<file path="src/rtl/adder16_sched_pkg.sv">
// Shared types and round-robin pick helper for adder16_rr_sched.
// Optional overflow counter: define ADDER16_SCHED_OVF_CNT_EN.
package adder16_sched_pkg;

  localparam int OPW  = 16;
  localparam int SUMW = 17;

  typedef enum logic [1:0] {
    IDLE,
    EXEC,
    RESP
  } sched_state_t;

  // First set bit of req searching upward from last+1, wrapping at n.
  function automatic logic [2:0] rr_pick(
    input logic [15:0] req,
    input logic [2:0]  last,
    input logic [3:0]  n
  );
    logic [2:0] g;
    logic       found;
    logic [3:0] s;
    g     = '0;
    found = 1'b0;
    for (logic [3:0] k = 4'd1; k <= 4'd8; k++) begin
      s = {1'b0, last} + k;
      if (s >= n) s = s - n;
      if (k <= n && !found && req[s]) begin
        g     = s[2:0];
        found = 1'b1;
      end
    end
    return g;
  endfunction

endpackage

</file>
<file path="src/rtl/rr_arbiter16.sv">
// Combinational round-robin picker: request vector plus last
// grant in, one-hot grant and grant index out.
module rr_arbiter16
  import adder16_sched_pkg::*;
#(
  parameter int NUM_REQ = 4,
  parameter int IDW     = $clog2(NUM_REQ)
) (
  input  logic [NUM_REQ-1:0] req,
  input  logic [IDW-1:0]     last_grant,
  output logic               any,
  output logic [NUM_REQ-1:0] grant,
  output logic [IDW-1:0]     grant_idx
);

  logic [15:0] req16;
  logic [2:0]  last3;
  logic [2:0]  pick;

  always_comb begin
    req16 = '0;
    req16[NUM_REQ-1:0] = req;
    last3 = '0;
    last3[IDW-1:0] = last_grant;
    pick = rr_pick(req16, last3, 4'(NUM_REQ));
    any = |req;
    grant_idx = pick[IDW-1:0];
    grant = '0;
    for (int i = 0; i < NUM_REQ; i++)
      grant[i] = any && (pick == i[2:0]);
  end

endmodule

</file>
<file path="src/rtl/adder16_rr_sched.sv">
// Round-robin scheduler sharing one registered 16-bit adder.
// Optional ovf_cnt port: define ADDER16_SCHED_OVF_CNT_EN.
module adder16_rr_sched
  import adder16_sched_pkg::*;
#(
  parameter int NUM_REQ = 4,
  parameter int ADD_LAT = 1,
  parameter int IDW     = $clog2(NUM_REQ)
) (
  input  logic                   clk,
  input  logic                   rst,
  input  logic [NUM_REQ-1:0]     req_valid,
  output logic [NUM_REQ-1:0]     req_ready,
  input  logic [NUM_REQ*OPW-1:0] req_a,
  input  logic [NUM_REQ*OPW-1:0] req_b,
  output logic                   rsp_valid,
  input  logic                   rsp_ready,
  output logic [IDW-1:0]         rsp_id,
  output logic [SUMW-1:0]        rsp_sum,
  output logic                   add_rst_n,
  output logic [OPW-1:0]         add_a,
  output logic [OPW-1:0]         add_b,
  input  logic [SUMW-1:0]        add_sum
`ifdef ADDER16_SCHED_OVF_CNT_EN
  ,
  output logic [15:0]            ovf_cnt
`endif
);

  localparam int LCW =
    (ADD_LAT < 1) ? 1 : $clog2(ADD_LAT + 1);

  sched_state_t state, state_nxt;

  logic [IDW-1:0]     last_grant;
  logic [IDW-1:0]     grant_idx;
  logic [NUM_REQ-1:0] grant;
  logic               any;
  logic [OPW-1:0]     op_a, op_b;
  logic [OPW-1:0]     sel_a, sel_b;
  logic [IDW-1:0]     op_id;
  logic [LCW-1:0]     lat_cnt;
  logic               cool;
  logic               accept, capture, done;

  rr_arbiter16 #(
    .NUM_REQ (NUM_REQ),
    .IDW     (IDW)
  ) u_arb (
    .req        (req_valid),
    .last_grant (last_grant),
    .any        (any),
    .grant      (grant),
    .grant_idx  (grant_idx)
  );

  always_comb begin
    sel_a = '0;
    sel_b = '0;
    for (int i = 0; i < NUM_REQ; i++) begin
      if (grant[i]) begin
        sel_a = req_a[i*OPW +: OPW];
        sel_b = req_b[i*OPW +: OPW];
      end
    end
  end

  // cool blocks a grant in the cycle right after a response handshake
  always_comb begin
    state_nxt = state;
    req_ready = '0;
    accept    = 1'b0;
    capture   = 1'b0;
    done      = 1'b0;
    unique case (state)
      IDLE: begin
        if (any && !cool) begin
          req_ready = grant;
          accept    = 1'b1;
          state_nxt = EXEC;
        end
      end
      EXEC: begin
        if (lat_cnt == '0) begin
          capture   = 1'b1;
          state_nxt = RESP;
        end
      end
      RESP: begin
        if (rsp_ready) begin
          done      = 1'b1;
          state_nxt = IDLE;
        end
      end
      default: state_nxt = IDLE;
    endcase
  end

  always_ff @(posedge clk) begin
    if (rst) state <= IDLE;
    else     state <= state_nxt;
  end

  always_ff @(posedge clk) begin
    if (rst) begin
      last_grant <= IDW'(NUM_REQ - 1);
      op_a       <= '0;
      op_b       <= '0;
      op_id      <= '0;
      lat_cnt    <= '0;
      rsp_sum    <= '0;
      rsp_id     <= '0;
      cool       <= 1'b0;
    end else begin
      cool <= done;
      if (accept) begin
        op_a       <= sel_a;
        op_b       <= sel_b;
        op_id      <= grant_idx;
        last_grant <= grant_idx;
        lat_cnt    <= LCW'(ADD_LAT);
      end
      if (state == EXEC && lat_cnt != '0)
        lat_cnt <= lat_cnt - 1'b1;
      if (capture) begin
        rsp_sum <= add_sum;
        rsp_id  <= op_id;
      end
    end
  end

`ifdef ADDER16_SCHED_OVF_CNT_EN
  always_ff @(posedge clk) begin
    if (rst)
      ovf_cnt <= '0;
    else if (done && rsp_sum[SUMW-1] && ovf_cnt != 16'hFFFF)
      ovf_cnt <= ovf_cnt + 16'd1;
  end
`endif

  assign rsp_valid = (state == RESP);
  assign add_rst_n = ~rst;
  assign add_a     = op_a;
  assign add_b     = op_b;

endmodule
</file>
<file path="config.mk">
export PLATFORM = sky130hd
export DESIGN_NAME = adder16_rr_sched
export DESIGN_NICKNAME = d
export VERILOG_FILES = /design/src/rtl/adder16_sched_pkg.sv /design/src/rtl/rr_arbiter16.sv /design/src/rtl/adder16_rr_sched.sv
export SDC_FILE = /design/constraint.sdc
export NUM_CORES = 1
export LEC_CHECK = 0
export BUFFER_PORTS_ARGS = -buffer_cell sky130_fd_sc_hd__clkbuf_2
export CAP_MARGIN = 10
export CORE_UTILIZATION = 35
export DETAILED_ROUTE_END_ITERATION = 10
export PLACE_DENSITY = 0.71
export SYNTH_ARGS = -nofsm -noshare
export SYNTH_HDL_FRONTEND = slang
export SYNTH_SLANG_ARGS = --single-unit
</file>
<file path="constraint.sdc">
create_clock -name clk -period 3.5 [get_ports clk]
set_input_delay 0.7 -clock clk [delete_from_list [all_inputs] [get_ports clk]]
set_output_delay 0.7 -clock clk [all_outputs]
set_load 0.005 [all_outputs]
</file>
* After elaboration in Yosys (flattened, before gate mapping) *
Index checks and enable logic that the tools add are counted.

word-level totals
  register bits = 59
  latch bits = 0
  bits in writable memories = 0
  memory bits (read-only) = 0
  output and inout bits = 57
  logic and storage cells = 95
  memories kept = 0

cells by class
  add/sub/neg operators = 9
  multiply operators = 0
  divide/modulo/power cells = 0
  magnitude comparators = 8
  equal/unequal tests = 8
  shift operators = 0
  muxes and demuxes = 40
  bitwise gates (word level) = 2
  reductions and logical operators = 19

operator list
  operator                                                                number
  16-bit 2-to-1 mux                                                       8
  4-bit 2-to-1 mux                                                        6
  4-bit by 5-bit < comparator with 1-bit output (second input constant)   4
  1-bit binary-select mux with 4-bit select                               4
  4-bit by 3-bit >= comparator with 1-bit output (second input constant)  4
  4-bit by 3-bit subtractor with 4-bit output (second input constant)     4
  1-bit 2-to-1 mux                                                        14
  3-bit 2-to-1 mux                                                        4
  1-bit logical AND                                                       9
  2-bit by 2-bit adder with 3-bit output (second input constant)          2
  3-bit by 2-bit equality test with 1-bit output (second input constant)  2
  2-bit 2-to-1 mux                                                        3
  2-bit one-hot mux with 3 select lines                                   1
  2-bit by 3-bit adder with 4-bit output (second input constant)          1
  1-bit logical NOT                                                       4
  2-bit != test (second input constant)                                   2
  4-bit OR reduction                                                      1
  2-bit by 1-bit adder with 3-bit output (second input constant)          1
  3-bit by 1-bit equality test with 1-bit output (second input constant)  1
  3-bit logical NOT                                                       1
  3-bit AND reduction                                                     1
  2-bit by 1-bit equality test with 1-bit output (second input constant)  1
  2-bit equality test (second input constant)                             1
  2-bit logical NOT                                                       1
  other kinds (5)                                                         6

* Logic depth before layout (Yosys ltp) *
  depth in word-level cells = 21
  gate-level depth with buffers = 14
  gate-level depth less buffers = 8

* Hierarchy *
A second synthesis with hierarchy kept.

second synthesis, totals
  cell total of the unflattened synthesis = 450
  area total of the unflattened synthesis = 3535.9 um^2

by module, submodules not included
  module            times used  cells each  area each (um^2)  seq. area each (um^2)
  adder16_rr_sched  1           410         3181.8            1181.1
  rr_arbiter16      1           40          354.1             0.0

* Worst setup path after synthesis *
No wires, ideal clock.

  path type = register -> output
  from = register last_grant[0]
  to = output port req_ready[3]
  arrival = 3.080 ns
  data required time = 2.800 ns
  slack = -0.280 ns
  stages on the path, launching flop included = 14
  path buffers = 6
  path through = dfxtp_1 buf_6 clkbuf_1 clkbuf_1 buf_1 inv_1 ha_1 a21boi_1 a22oi_2 o211a_1 o22ai_2 buf_4 buf_6 and3_1

on the way
  word-level cells in the longest chain between the ends = 19

RTL lines
  element                                                                                                               line                     text
  from (decl)                                                                                                           adder16_rr_sched.sv:35   logic [IDW-1:0] last_grant;
  from (signal assigned)                                                                                                adder16_rr_sched.sv:106  last_grant <= IDW'(NUM_REQ - 1);
  from (signal assigned)                                                                                                adder16_rr_sched.sv:120  last_grant <= grant_idx;
  2-bit by 1-bit adder with 3-bit output                                                                                adder16_sched_pkg.sv:26  s = {1'b0, last} + k;
  4-bit by 3-bit subtractor with 4-bit output / 4-bit by 3-bit >= comparator with 1-bit output (equally long branches)  adder16_sched_pkg.sv:27  if (s >= n) s = s - n;
  4-bit 2-to-1 mux                                                                                                      adder16_sched_pkg.sv:27
  1-bit binary-select mux with 4-bit select                                                                             adder16_sched_pkg.sv:28  if (k <= n && !found && req[s]) begin
  1-bit 2-to-1 mux (not written as such)                                                                                adder16_sched_pkg.sv:28
  1-bit 2-to-1 mux                                                                                                      adder16_sched_pkg.sv:28
  1-bit logical NOT                                                                                                     adder16_sched_pkg.sv:28
  1-bit logical AND                                                                                                     adder16_sched_pkg.sv:28
  [3 not listed]                                                                                                        --
  1-bit 2-to-1 mux                                                                                                      adder16_sched_pkg.sv:28
  1-bit logical NOT                                                                                                     adder16_sched_pkg.sv:28
  1-bit logical AND                                                                                                     adder16_sched_pkg.sv:28
  3-bit 2-to-1 mux *                                                                                                    adder16_sched_pkg.sv:28
  3-bit by 2-bit equality test with 1-bit output *                                                                      rr_arbiter16.sv:30       grant[i] = any && (pick == i[2:0]);
  1-bit logical AND *                                                                                                   rr_arbiter16.sv:30
  4-bit 2-to-1 mux *                                                                                                    adder16_rr_sched.sv:77   if (any && !cool) begin
  4-bit 2-to-1 mux *                                                                                                    adder16_rr_sched.sv:75   unique case (state)
  to (decl)                                                                                                             adder16_rr_sched.sv:13   output logic [NUM_REQ-1:0] req_ready,

Mark *: on every way between the ends. The rest lies on a longest branch, timed or not. The select of a mux whose other input is x is not followed.

* Worst setup path after layout *
  from = register last_grant[0]
  to = output port req_ready[1]

on the way
  word-level cells in the longest chain between the ends = 19

RTL lines
  element                                                                                                               line
  2-bit by 1-bit adder with 3-bit output                                                                                adder16_sched_pkg.sv:26
  4-bit by 3-bit subtractor with 4-bit output / 4-bit by 3-bit >= comparator with 1-bit output (equally long branches)  adder16_sched_pkg.sv:27
  4-bit 2-to-1 mux                                                                                                      adder16_sched_pkg.sv:27
  1-bit binary-select mux with 4-bit select                                                                             adder16_sched_pkg.sv:28
  1-bit 2-to-1 mux (not written as such)                                                                                adder16_sched_pkg.sv:28
  1-bit 2-to-1 mux                                                                                                      adder16_sched_pkg.sv:28
  1-bit logical NOT                                                                                                     adder16_sched_pkg.sv:28
  1-bit logical AND                                                                                                     adder16_sched_pkg.sv:28
  [3 not listed]                                                                                                        --
  1-bit 2-to-1 mux                                                                                                      adder16_sched_pkg.sv:28
  1-bit logical NOT                                                                                                     adder16_sched_pkg.sv:28
  1-bit logical AND                                                                                                     adder16_sched_pkg.sv:28
  3-bit 2-to-1 mux *                                                                                                    adder16_sched_pkg.sv:28
  3-bit by 1-bit equality test with 1-bit output *                                                                      rr_arbiter16.sv:30
  1-bit logical AND *                                                                                                   rr_arbiter16.sv:30
  4-bit 2-to-1 mux *                                                                                                    adder16_rr_sched.sv:77
  4-bit 2-to-1 mux *                                                                                                    adder16_rr_sched.sv:75

Marked as above.

==> impl_metrics.json <==
{
  "fin_skew_ns": 0.00376,
  "worst-setup-path-type": "reg2out",
  "power_uw": 4550,
  "ir_drop_mv": 0.650,
  "wl_met2_um": 6150,
  "synth_cell_types": 43,
  "synth_nets": 679,
  "final_cell_count_no_fill": 854,
  "cts_root_buffer": "clkbuf_16",
  "port_buffers": 208,
  "yosysSeqAreaShare_pct": 29.0,
  "rsz0062_at_grt": "false",
  "maxCapViolCount": 0,
  "relSlewSlack_pct": 33.0,
  "topRoutingLayerUsed": "met4",
  "fillers": 1190,
  "cts.clk_slew.worst_paths_ns": 0.06,
  "hold_buffers": 0,
  "worst-endpoint-required_ns": 2.80,
  "wirelength_um": 13100,
  "nets": 863,
  "final_common_cell": "clkbuf_2",
  "ys_ff_latch": 59,
  "placed_area_um2": 5190,
  "coreArea_um2": 11400,
  "antenna_cells": 0,
  "post-route-cell-area_um2": 5500,
  "max_freq_mhz": 314,
  "worstPathMaxFanout": 12,
  "grt_overflow_total": 0,
  "status": "completed",
  "fin_crit_sh_pct": 90.9,
  "grt_pass1_wl_um": 19800,
  "fin_ws_ns": 0.317,
  "dp.cells": 838,
  "cts.htree.levels": 3,
  "fin_setup_tns_ns": 0,
  "avgRoutedWirePerCell_um": 15.3,
  "final_cell_mix": "clkbuf_2 (208), nand2_1 (75), inv_1 (67)",
  "grt_usage_pct": 21.1,
  "syn_avg_cell_area_um2": 7.81,
  "area_growth_pct": 34.9,
  "slew_violations": 0,
  "ctsResizeCount": 0,
  "fp.dieArea_um2": 12100,
  "num_vias": 4501,
  "leakagePower_uw": 0.00275,
  "place_ws_ns": 0.390,
  "die_h_um": 110,
  "hold_class": "reg2reg",
  "die_w_um": 110,
  "ys.flop_type": "dfxtp_1",
  "antenna_found_initial": 0,
  "grt_pass1_vias": 4026,
  "dp_hpwl_um": 9380,
  "post_cts_buffers": 0,
  "drtPass1Iterations": 4,
  "route.layer.met1.wl_um": 5860,
  "vias_per_cell": 5.27,
  "synthArstFlopShare_pct": 0,
  "grt_start_max_net_pins": 99,
  "clk_latency_ns": 0.32,
  "post-route-min-period_ns": 3.18,
  "drt_iter0_markers": 283,
  "power.density_nw_per_um2": 828,
  "drive_above_1_share_pct": 40.5,
  "start_util_pct": 35.9,
  "clkSinkCount": 59,
  "drtAntennaViolNets": 0,
  "wl_met3_um": 825,
  "worstMarginPinSlew_ns": 1.00,
  "drcViolationCount": 0,
  "cts_tree": "yes",
  "arrival_ns": 2.48,
  "synth-edff-count": 0,
  "rows": 39,
  "cts_buffer_depth": 2,
  "syn_area_um2": 4080,
  "ios": 209,
  "finalSetupViolCount": 0,
  "hold_viol_final": 0,
  "synth_warnings": 0,
  "post_synth_inst_count": 522,
  "startpoint_type": "flop",
  "numCtsBuffers": 9,
  "critPathCaptureType": "primary output",
  "gp_congestion": 0.833
}
[per-layer routing]
layer / vias up / global-route usage (%)
li1: 2267 / -
met5: - / 0
met4: 0 / 7.05
met2: 169 / 35.7
met1: 2046 / 27.2
met3: 19 / 3.14
[state kept, by name, indices dropped and copies added, names as in the netlist]
| register | cells |
|---|---|
| add_a | 16 |
| add_b | 16 |
| last_grant | 2 |
| op_id | 2 |
| state | 2 |
| rsp_id | 2 |
| rsp_sum | 17 |
| lat_cnt | 1 |
| cool | 1 |
[per-stage QoR]
stage	hold slack, ns	util, %
after global placement	0.442	45.6
final	0.453	48.4
after CTS	0.455	48.4
after detailed placement	0.447	45.6
after global routing	0.476	48.4
after floorplan	0.429	-
[synth_stat cells, types with 2 or more instances]
master / instances / area share, %
a2111oi_0: 34 / 7.3
a2111oi_2: 30 / 11
a211o_1: 33 / 7.1
a21oi_1: 24 / 2.9
and2_1: 2 / 0.31
and3_1: 2 / 0.31
buf_1: 2 / 0.18
buf_2: 9 / 1.1
buf_6: 7 / 1.9
clkbuf_1: 29 / 2.7
dfxtp_1: 59 / 29
ha_1: 5 / 1.5
inv_1: 67 / 6.2
mux2_4: 2 / 0.74
mux2i_1: 2 / 0.49
nand2_1: 75 / 6.9
nand2b_1: 3 / 0.46
nand3b_1: 2 / 0.37
nor2_1: 42 / 3.9
nor2b_1: 3 / 0.46
nor3_1: 33 / 4.1
o21ai_0: 3 / 0.37
o21ai_1: 2 / 0.25
o31ai_1: 32 / 5.9
or2_2: 2 / 0.31
[cell families (layout without fill, tap and decap cells)]
family                   count (synthesis)  in the layout  share of synthesized area (%)
AO/OA/AOI/OAI                          167            167                           37.4
adder cells (fa/ha/maj)                  5              5                           1.53
buffers and inverters                  116            305                           12.4
flip-flops                              59             59                           29.0
multiplexers                             5              5                           1.50
AND/OR/NAND/NOR                        170            170                           18.2
[worst paths after layout]
check,end,depth (start not counted),slack (ns),start
max,req_ready[1],9,0.32,last_grant[0]$_SDFFE_PP1P_
min reg2reg,rsp_sum[7]$_SDFFE_PP0P_,2,0.45,rsp_sum[7]$_SDFFE_PP0P_
max reg2reg,add_a[10]$_SDFFE_PP0P_,9,0.52,last_grant[0]$_SDFFE_PP1P_
min,rsp_sum[7]$_SDFFE_PP0P_,2,0.45,rsp_sum[7]$_SDFFE_PP0P_
[power breakdown]
part | internal [uW] | switching, uW
combinational | 940 | 1720
sequential | 853 | 117
clock | 564 | 362
total | 2360 | 2190
[worst max-delay path, cell delays in order, from the launching register on]
cell and delay [ns]:
dfxtp_4 0.45, inv_1 0.09, ha_1 0.34, a21boi_2 0.28, a311oi_2 0.13, o211ai_1 0.25
nand2_1 0.15, nor2_1 0.20, and2_1 0.17, clkbuf_2 0.11
[final cells by class]
cell class | count | area, um2 | share of cell area, %
Timing Repair Buffer | 222 | 1160 | 21.1
Inverter | 67 | 251 | 4.57
Tap cell | 143 | 179 | 3.25
Clock inverter | 7 | 83.8 | 1.52
Multi-Input combinational cell | 347 | 2410 | 43.9
Clock buffer | 9 | 225 | 4.10
Sequential cell | 59 | 1190 | 21.6
No activity file was read; power rests on OpenSTA's default activity.
